<file path="src/rtl/mem2_port_arbiter.sv">
// Data-side memory port arbiter: shares memory port 2 between the pipeline MEM stage (P)
// and the serial programmer (G), tracking read latency and generating the pipeline stall.
module mem2_port_arbiter #(
    parameter int READ_LAT  = 1,
    parameter int ADDR_W    = 32,
    parameter bit PROG_LOCK = 1'b1
) (
    input  logic              CLK,
    input  logic              RST_N,
    input  logic              PROG_ACTIVE,
    input  logic              P_REQ,
    input  logic              P_WE,
    input  logic [ADDR_W-1:0] P_ADDR,
    input  logic [31:0]       P_WDATA,
    input  logic [1:0]        P_SIZE,
    input  logic              P_SIGN,
    output logic              P_ACK,
    output logic [31:0]       P_RDATA,
    input  logic              G_REQ,
    input  logic              G_WE,
    input  logic [ADDR_W-1:0] G_ADDR,
    input  logic [31:0]       G_WDATA,
    output logic              G_ACK,
    output logic [31:0]       G_RDATA,
    output logic [ADDR_W-1:0] MEM_ADDR2,
    output logic [31:0]       MEM_DIN2,
    output logic [1:0]        MEM_SIZE,
    output logic              MEM_SIGN,
    output logic              MEM_READ2,
    output logic              MEM_WRITE2,
    input  logic [31:0]       MEM_DOUT2,
    output logic              STALL_P
);

    typedef enum logic [1:0] {IDLE, RD_WAIT, LOCKED} state_t;

    localparam logic [1:0] CNT_INIT = 2'(READ_LAT - 1);
    localparam logic [1:0] G_SIZE   = 2'b10;

    state_t      state_reg;
    logic        last_grant_g_reg;
    logic        rd_owner_g_reg;
    logic [1:0]  cnt_reg;
    logic        p_wack_reg;
    logic        g_wack_reg;
    logic [31:0] p_rdata_reg;
    logic [31:0] g_rdata_reg;

    logic lock_req;
    logic p_elig;
    logic g_elig;
    logic grant_p;
    logic grant_g;
    logic rd_issue;
    logic wr_issue;
    logic rd_done;

    assign lock_req = PROG_LOCK & PROG_ACTIVE;

    // In its write-ACK cycle P still presents the completing store (the stall releases only
    // there), so it must not be granted again in that cycle. Nothing is granted under reset.
    assign p_elig = RST_N & P_REQ & ~p_wack_reg;
    assign g_elig = RST_N & G_REQ;

    always_comb begin
        grant_p = 1'b0;
        grant_g = 1'b0;
        case (state_reg)
            IDLE: begin
                if (p_elig && g_elig) begin
                    if (lock_req || !last_grant_g_reg) begin
                        grant_g = 1'b1;
                    end else begin
                        grant_p = 1'b1;
                    end
                end else if (p_elig) begin
                    grant_p = 1'b1;
                end else if (g_elig) begin
                    grant_g = 1'b1;
                end
            end
            LOCKED: begin
                grant_g = g_elig & PROG_ACTIVE;
            end
            default: begin
                grant_p = 1'b0;
                grant_g = 1'b0;
            end
        endcase
    end

    assign rd_issue = (grant_p & ~P_WE) | (grant_g & ~G_WE);
    assign wr_issue = (grant_p &  P_WE) | (grant_g &  G_WE);
    assign rd_done  = (state_reg == RD_WAIT) && (cnt_reg == 2'd0);

    assign MEM_READ2  = rd_issue;
    assign MEM_WRITE2 = wr_issue;
    assign MEM_ADDR2  = grant_p ? P_ADDR  : (grant_g ? G_ADDR  : '0);
    assign MEM_DIN2   = grant_p ? P_WDATA : (grant_g ? G_WDATA : '0);
    assign MEM_SIZE   = grant_p ? P_SIZE  : (grant_g ? G_SIZE  : 2'b00);
    assign MEM_SIGN   = grant_p ? P_SIGN  : grant_g;

    // Read completion is visible in the cycle the memory data is valid; the hold register
    // keeps it afterwards.
    assign P_ACK   = p_wack_reg | (rd_done & ~rd_owner_g_reg);
    assign G_ACK   = g_wack_reg | (rd_done &  rd_owner_g_reg);
    assign P_RDATA = (rd_done && !rd_owner_g_reg) ? MEM_DOUT2 : p_rdata_reg;
    assign G_RDATA = (rd_done &&  rd_owner_g_reg) ? MEM_DOUT2 : g_rdata_reg;
    assign STALL_P = RST_N & P_REQ & ~P_ACK;

    always_ff @(posedge CLK or negedge RST_N) begin
        if (!RST_N) begin
            state_reg        <= IDLE;
            last_grant_g_reg <= 1'b1;
            rd_owner_g_reg   <= 1'b0;
            cnt_reg          <= 2'd0;
            p_wack_reg       <= 1'b0;
            g_wack_reg       <= 1'b0;
            p_rdata_reg      <= 32'd0;
            g_rdata_reg      <= 32'd0;
        end else begin
            p_wack_reg <= grant_p & P_WE;
            g_wack_reg <= grant_g & G_WE;
            if (grant_p || grant_g) begin
                last_grant_g_reg <= grant_g;
            end
            case (state_reg)
                IDLE, LOCKED: begin
                    if (rd_issue) begin
                        state_reg      <= RD_WAIT;
                        cnt_reg        <= CNT_INIT;
                        rd_owner_g_reg <= grant_g;
                    end else if (state_reg == IDLE) begin
                        if (lock_req) begin
                            state_reg <= LOCKED;
                        end
                    end else if (!PROG_ACTIVE) begin
                        state_reg <= IDLE;
                    end
                end
                RD_WAIT: begin
                    if (cnt_reg == 2'd0) begin
                        if (rd_owner_g_reg) begin
                            g_rdata_reg <= MEM_DOUT2;
                        end else begin
                            p_rdata_reg <= MEM_DOUT2;
                        end
                        state_reg <= lock_req ? LOCKED : IDLE;
                    end else begin
                        cnt_reg <= cnt_reg - 2'd1;
                    end
                end
                default: begin
                    state_reg <= IDLE;
                end
            endcase
        end
    end

endmodule

</file>
<file path="config.mk">
export PLATFORM = sky130hd
export DESIGN_NAME = mem2_port_arbiter
export DESIGN_NICKNAME = d
export VERILOG_FILES = /design/src/rtl/mem2_port_arbiter.sv
export SDC_FILE = /design/constraint.sdc
export NUM_CORES = 1
export LEC_CHECK = 0
export ABC_AREA = 1
export CAP_MARGIN = 10
export CORE_AREA = 2 2 118 120
export DETAILED_ROUTE_END_ITERATION = 16
export DIE_AREA = 0 0 120 122
export DONT_BUFFER_PORTS = 1
export GPL_ROUTABILITY_DRIVEN = 0
export PLACE_DENSITY = 0.41
export SETUP_SLACK_MARGIN = 0.3
export SKIP_LAST_GASP = 1
export SYNTH_ARGS = -nofsm -noshare
export SYNTH_HDL_FRONTEND = slang
export SYNTH_SLANG_ARGS = --single-unit
</file>
<file path="constraint.sdc">
create_clock -name CLK -period 4 [get_ports CLK]
set_input_delay 0.8 -clock CLK [delete_from_list [all_inputs] [get_ports CLK]]
set_output_delay 0.8 -clock CLK [all_outputs]
set_load 0.005 [all_outputs]
</file>
==> summary.md <==
| Metric | Value |
|---|---|
| Die Span X | `120 µm` |
| Number of global-route vias before repair | `3169` |
| Most frequent cell after synthesis | `nand2_1` |
| DP Worst Slack | `1.01 ns` |
| Crit. Startpoint | `cnt_reg[0]$_DFFE_PN0P_` |
| Initial DRC Count | `309` |
| RSZ-0062 raised after global routing | `no` |
| Slew margin rel. | `0.455` |
| Clock root buffer master | `clkbuf_16` |
| Port Buf Inserts | `0` |
| Sw frac | `0.387` |
| Synth async-reset ratio | `1.00` |
| Mux share of post-synthesis cell area | `0` |
| Setup Total Neg Slack | `0 ns` |
| Worst R2R Start | `cnt_reg[0]$_DFFE_PN0P_` |
| Antenna-violating nets left | `0` |
| Synth area leader | `dfrtp_1` |
| Hold Worst Slack | `0.166 ns` |
| CP Data Arrival Time | `2.33 ns` |
| Pleak | `0.00235 µW` |
| Area contributors post-synth | `dfrtp_1 44%, nand2_1 20%, nand3_1 8.3%` |
| Initial antenna violation count | `3` |
| Sequential fraction of the synthesis area | `0.442` |
| Die area | `14600 µm²` |
| Post-CTS Resized | `0` |
| Layout Skew | `0.00798 ns` |
| Psw | `1280 µW` |
| Total track usage | `0.177` |
| DR WL/cell | `18.7 µm` |
| Core area | `13500 µm²` |
| Post-synthesis register bit count | `72` |
| Status | `finished clean` |
| Vias per inst | `4.99` |
| Post-synth top area share | `0.435` |
| Required time of the worst setup path | `3.20 ns` |
| Post-CTS Setup Inserts | `0` |
| DRC | `0` |
| Delay of the slowest critical-path stage | `0.44 ns` |
| Final setup violation count | `0` |
| Die height | `122 µm` |
| VDD IR max | `0.000211 V` |
| Layout cells sized above 1 | `0.104` |
| Compound-Gate Fraction of Synth Area | `0.144` |
| Post-Synth Simple-Gate Area | `0.304` |
| Final Hold Vio Count | `0` |
| Initial Util | `0.302` |
| CTS tree | `built` |
| Worst skew pair latency | `0.33 ns` |
| Post-Syn Instances | `560` |
| CP Class | `flip-flop to output port` |
| Post-synth EDFFs | `0` |
| Most frequent CP cell | `buf_4` |
| CP Max Fanout | `29` |
| Mapped cell area | `4080 µm²` |
| Clock network power share | `0.263` |
| P_int | `2020 µW` |
| Worst slew pin tran | `0.815 ns` |
| Max-Cap Viols | `0` |
| Top_reg_cell synth | `dfrtp_1` |
| Row count | `43` |
| Yosys warns | `0` |
| Highest clock rate | `320 MHz` |
| Tmin final | `3.13 ns` |
| CTS Hold Buffers Added | `0` |
| Final Cycle Share | `0.782` |
| CTS buffer count | `9` |
| WL final | `13600 µm` |
| Mapped Nets | `731` |
| Comb pwr share | `0.375` |
| H-tree levels | `3` |
| CP Cell Sequence | `inv_1 -> ha_1 -> nand3_2 -> buf_4 -> buf_4 -> o21ai_0` |
| Netlist cell types | `24` |
| Max-slew violations | `0` |
| Via Count | `3630` |
| Largest family of logic cells by synthesized area | `simple AND/OR/NAND/NOR gates` |
| Slowest cell on crit path | `nand3_2` |
| Synth top cells by count | `212 x nand2_1, 71 x dfrtp_1, 68 x nand3_1` |
| Sequential Power Share | `0.362` |
| Synth Area per Inst | `7.29 µm²` |
| Adder-cell area share of the yosys netlist | `0.00307` |
| First-pass GRT wire length | `19400 µm` |
| Clock slew at reported path FFs | `0.06 ns` |
| Grt total ovfl | `0` |
| Largest net degree at the start of global routing | `76` |
| Hold WC Path Type | `input port to asynchronous set/reset pin` |
| Clock sinks | `72` |
| Nature of the critical path startpoint | `flip-flop` |
| Synth-to-Final Area Change | `9.51%` |
| CP Capture Type | `output port` |
| Top Ports | `306` |
| Clk buf depth | `2` |
| HPWL Detailed | `10900 µm` |
| Power per cell area | `738 nW/µm²` |
| Fin nets | `713` |
| Post-Synth XOR/XNOR Area | `0` |
| Initial DRT Pass Iterations | `6` |
| Final worst slack | `0.871 ns` |
==> final cells by class <==
cell class                      count  area, µm²
Clock inverter                      3       65.1
Tap cell                          180        225
Antenna cell                        2       5.00
Sequential cell                    72       1800
Fill cell                        1485       9040
Timing Repair Buffer                9       80.1
Multi-Input combinational cell    399       1840
Inverter                           51        191
Clock buffer                       12        256
==> stage by stage <==
step	util	cell area [µm²]	total power [µW]	instances
after floorplan	-	4080	2200	560
after global routing	0.330	4460	3580	726
after CTS	0.330	4460	3350	726
final	0.331	4470	3300	728
after detailed placement	0.307	4140	2460	711
after global placement	0.307	4140	2440	711
==> per-layer routing <==
metal,GRT usage,wire (µm)
met1,0.224,5450
met3,0.0651,1540
met5,0,30
met2,0.282,6380
met4,0.0522,199
==> cells in the final DEF, fill, tap and decap left out <==
| cell type | count |
|---|---|
| inv_1 | 47 |
| ha_1 | 1 |
| diode_2 | 2 |
| nand2_2 | 2 |
| nand4_1 | 4 |
| clkbuf_1 | 1 |
| dfrtp_1 | 71 |
| dfstp_2 | 1 |
| o21ai_2 | 23 |
| clkbuf_16 | 9 |
| o22ai_1 | 1 |
| inv_2 | 4 |
| nand3b_1 | 1 |
| nor2_2 | 2 |
| o21ai_1 | 17 |
| buf_12 | 1 |
| nand3_1 | 68 |
| nor2_4 | 1 |
| nand2_1 | 211 |
| clkbuf_8 | 2 |
| nand3_2 | 1 |
| buf_4 | 8 |
| nor2_1 | 8 |
| clkinv_2 | 1 |
| o21ai_0 | 59 |
| bufinv_16 | 2 |
==> path summary, 6_finish.rpt <==
path	to	slack, ns	depth (start not counted)
max	G_RDATA[4]	0.87	6
min	p_rdata_reg[30]$_DFFE_PN0P_	0.17	0
max reg2reg	g_rdata_reg[8]$_DFFE_PN0P_	1.95	7
min reg2reg	g_rdata_reg[24]$_DFFE_PN0P_	0.47	2
max in group asynchronous	last_grant_g_reg$_DFFE_PN1P_	3.65	0
min in group CLK	g_rdata_reg[24]$_DFFE_PN0P_	0.47	2
==> power by group through the flow <==
stage / Sequential, µW / Combinational [µW] / Clock [µW]
floorplan: 1180 / 1020 / 0
global placement: 1200 / 1240 / 0
detailed placement: 1200 / 1260 / 0
CTS: 1190 / 1260 / 898
global route: 1230 / 1410 / 935
finish: 1190 / 1240 / 868
==> critical path, delay by kind of cell, from the launching register on <==
kind / cells / cell delay [ns]
DFF: 1 / 0.38
adders and majority gates: 1 / 0.20
and+or+nand+nor: 1 / 0.44
AOI/OAI and AO/OA: 1 / 0.28
buffers and inverters: 3 / 0.70
==> kinds of logic (layout without fill, tap and decap cells) <==
logic type               count (synthesis)  after routing
flip-flops                              72             72
buffers and inverters                   89             75
adder cells (fa/ha/maj)                  1              1
AO/OA/AOI/OAI                          100            100
other                                    0              2
AND/OR/NAND/NOR                        298            298
Power figures use the tool's default switching activity.
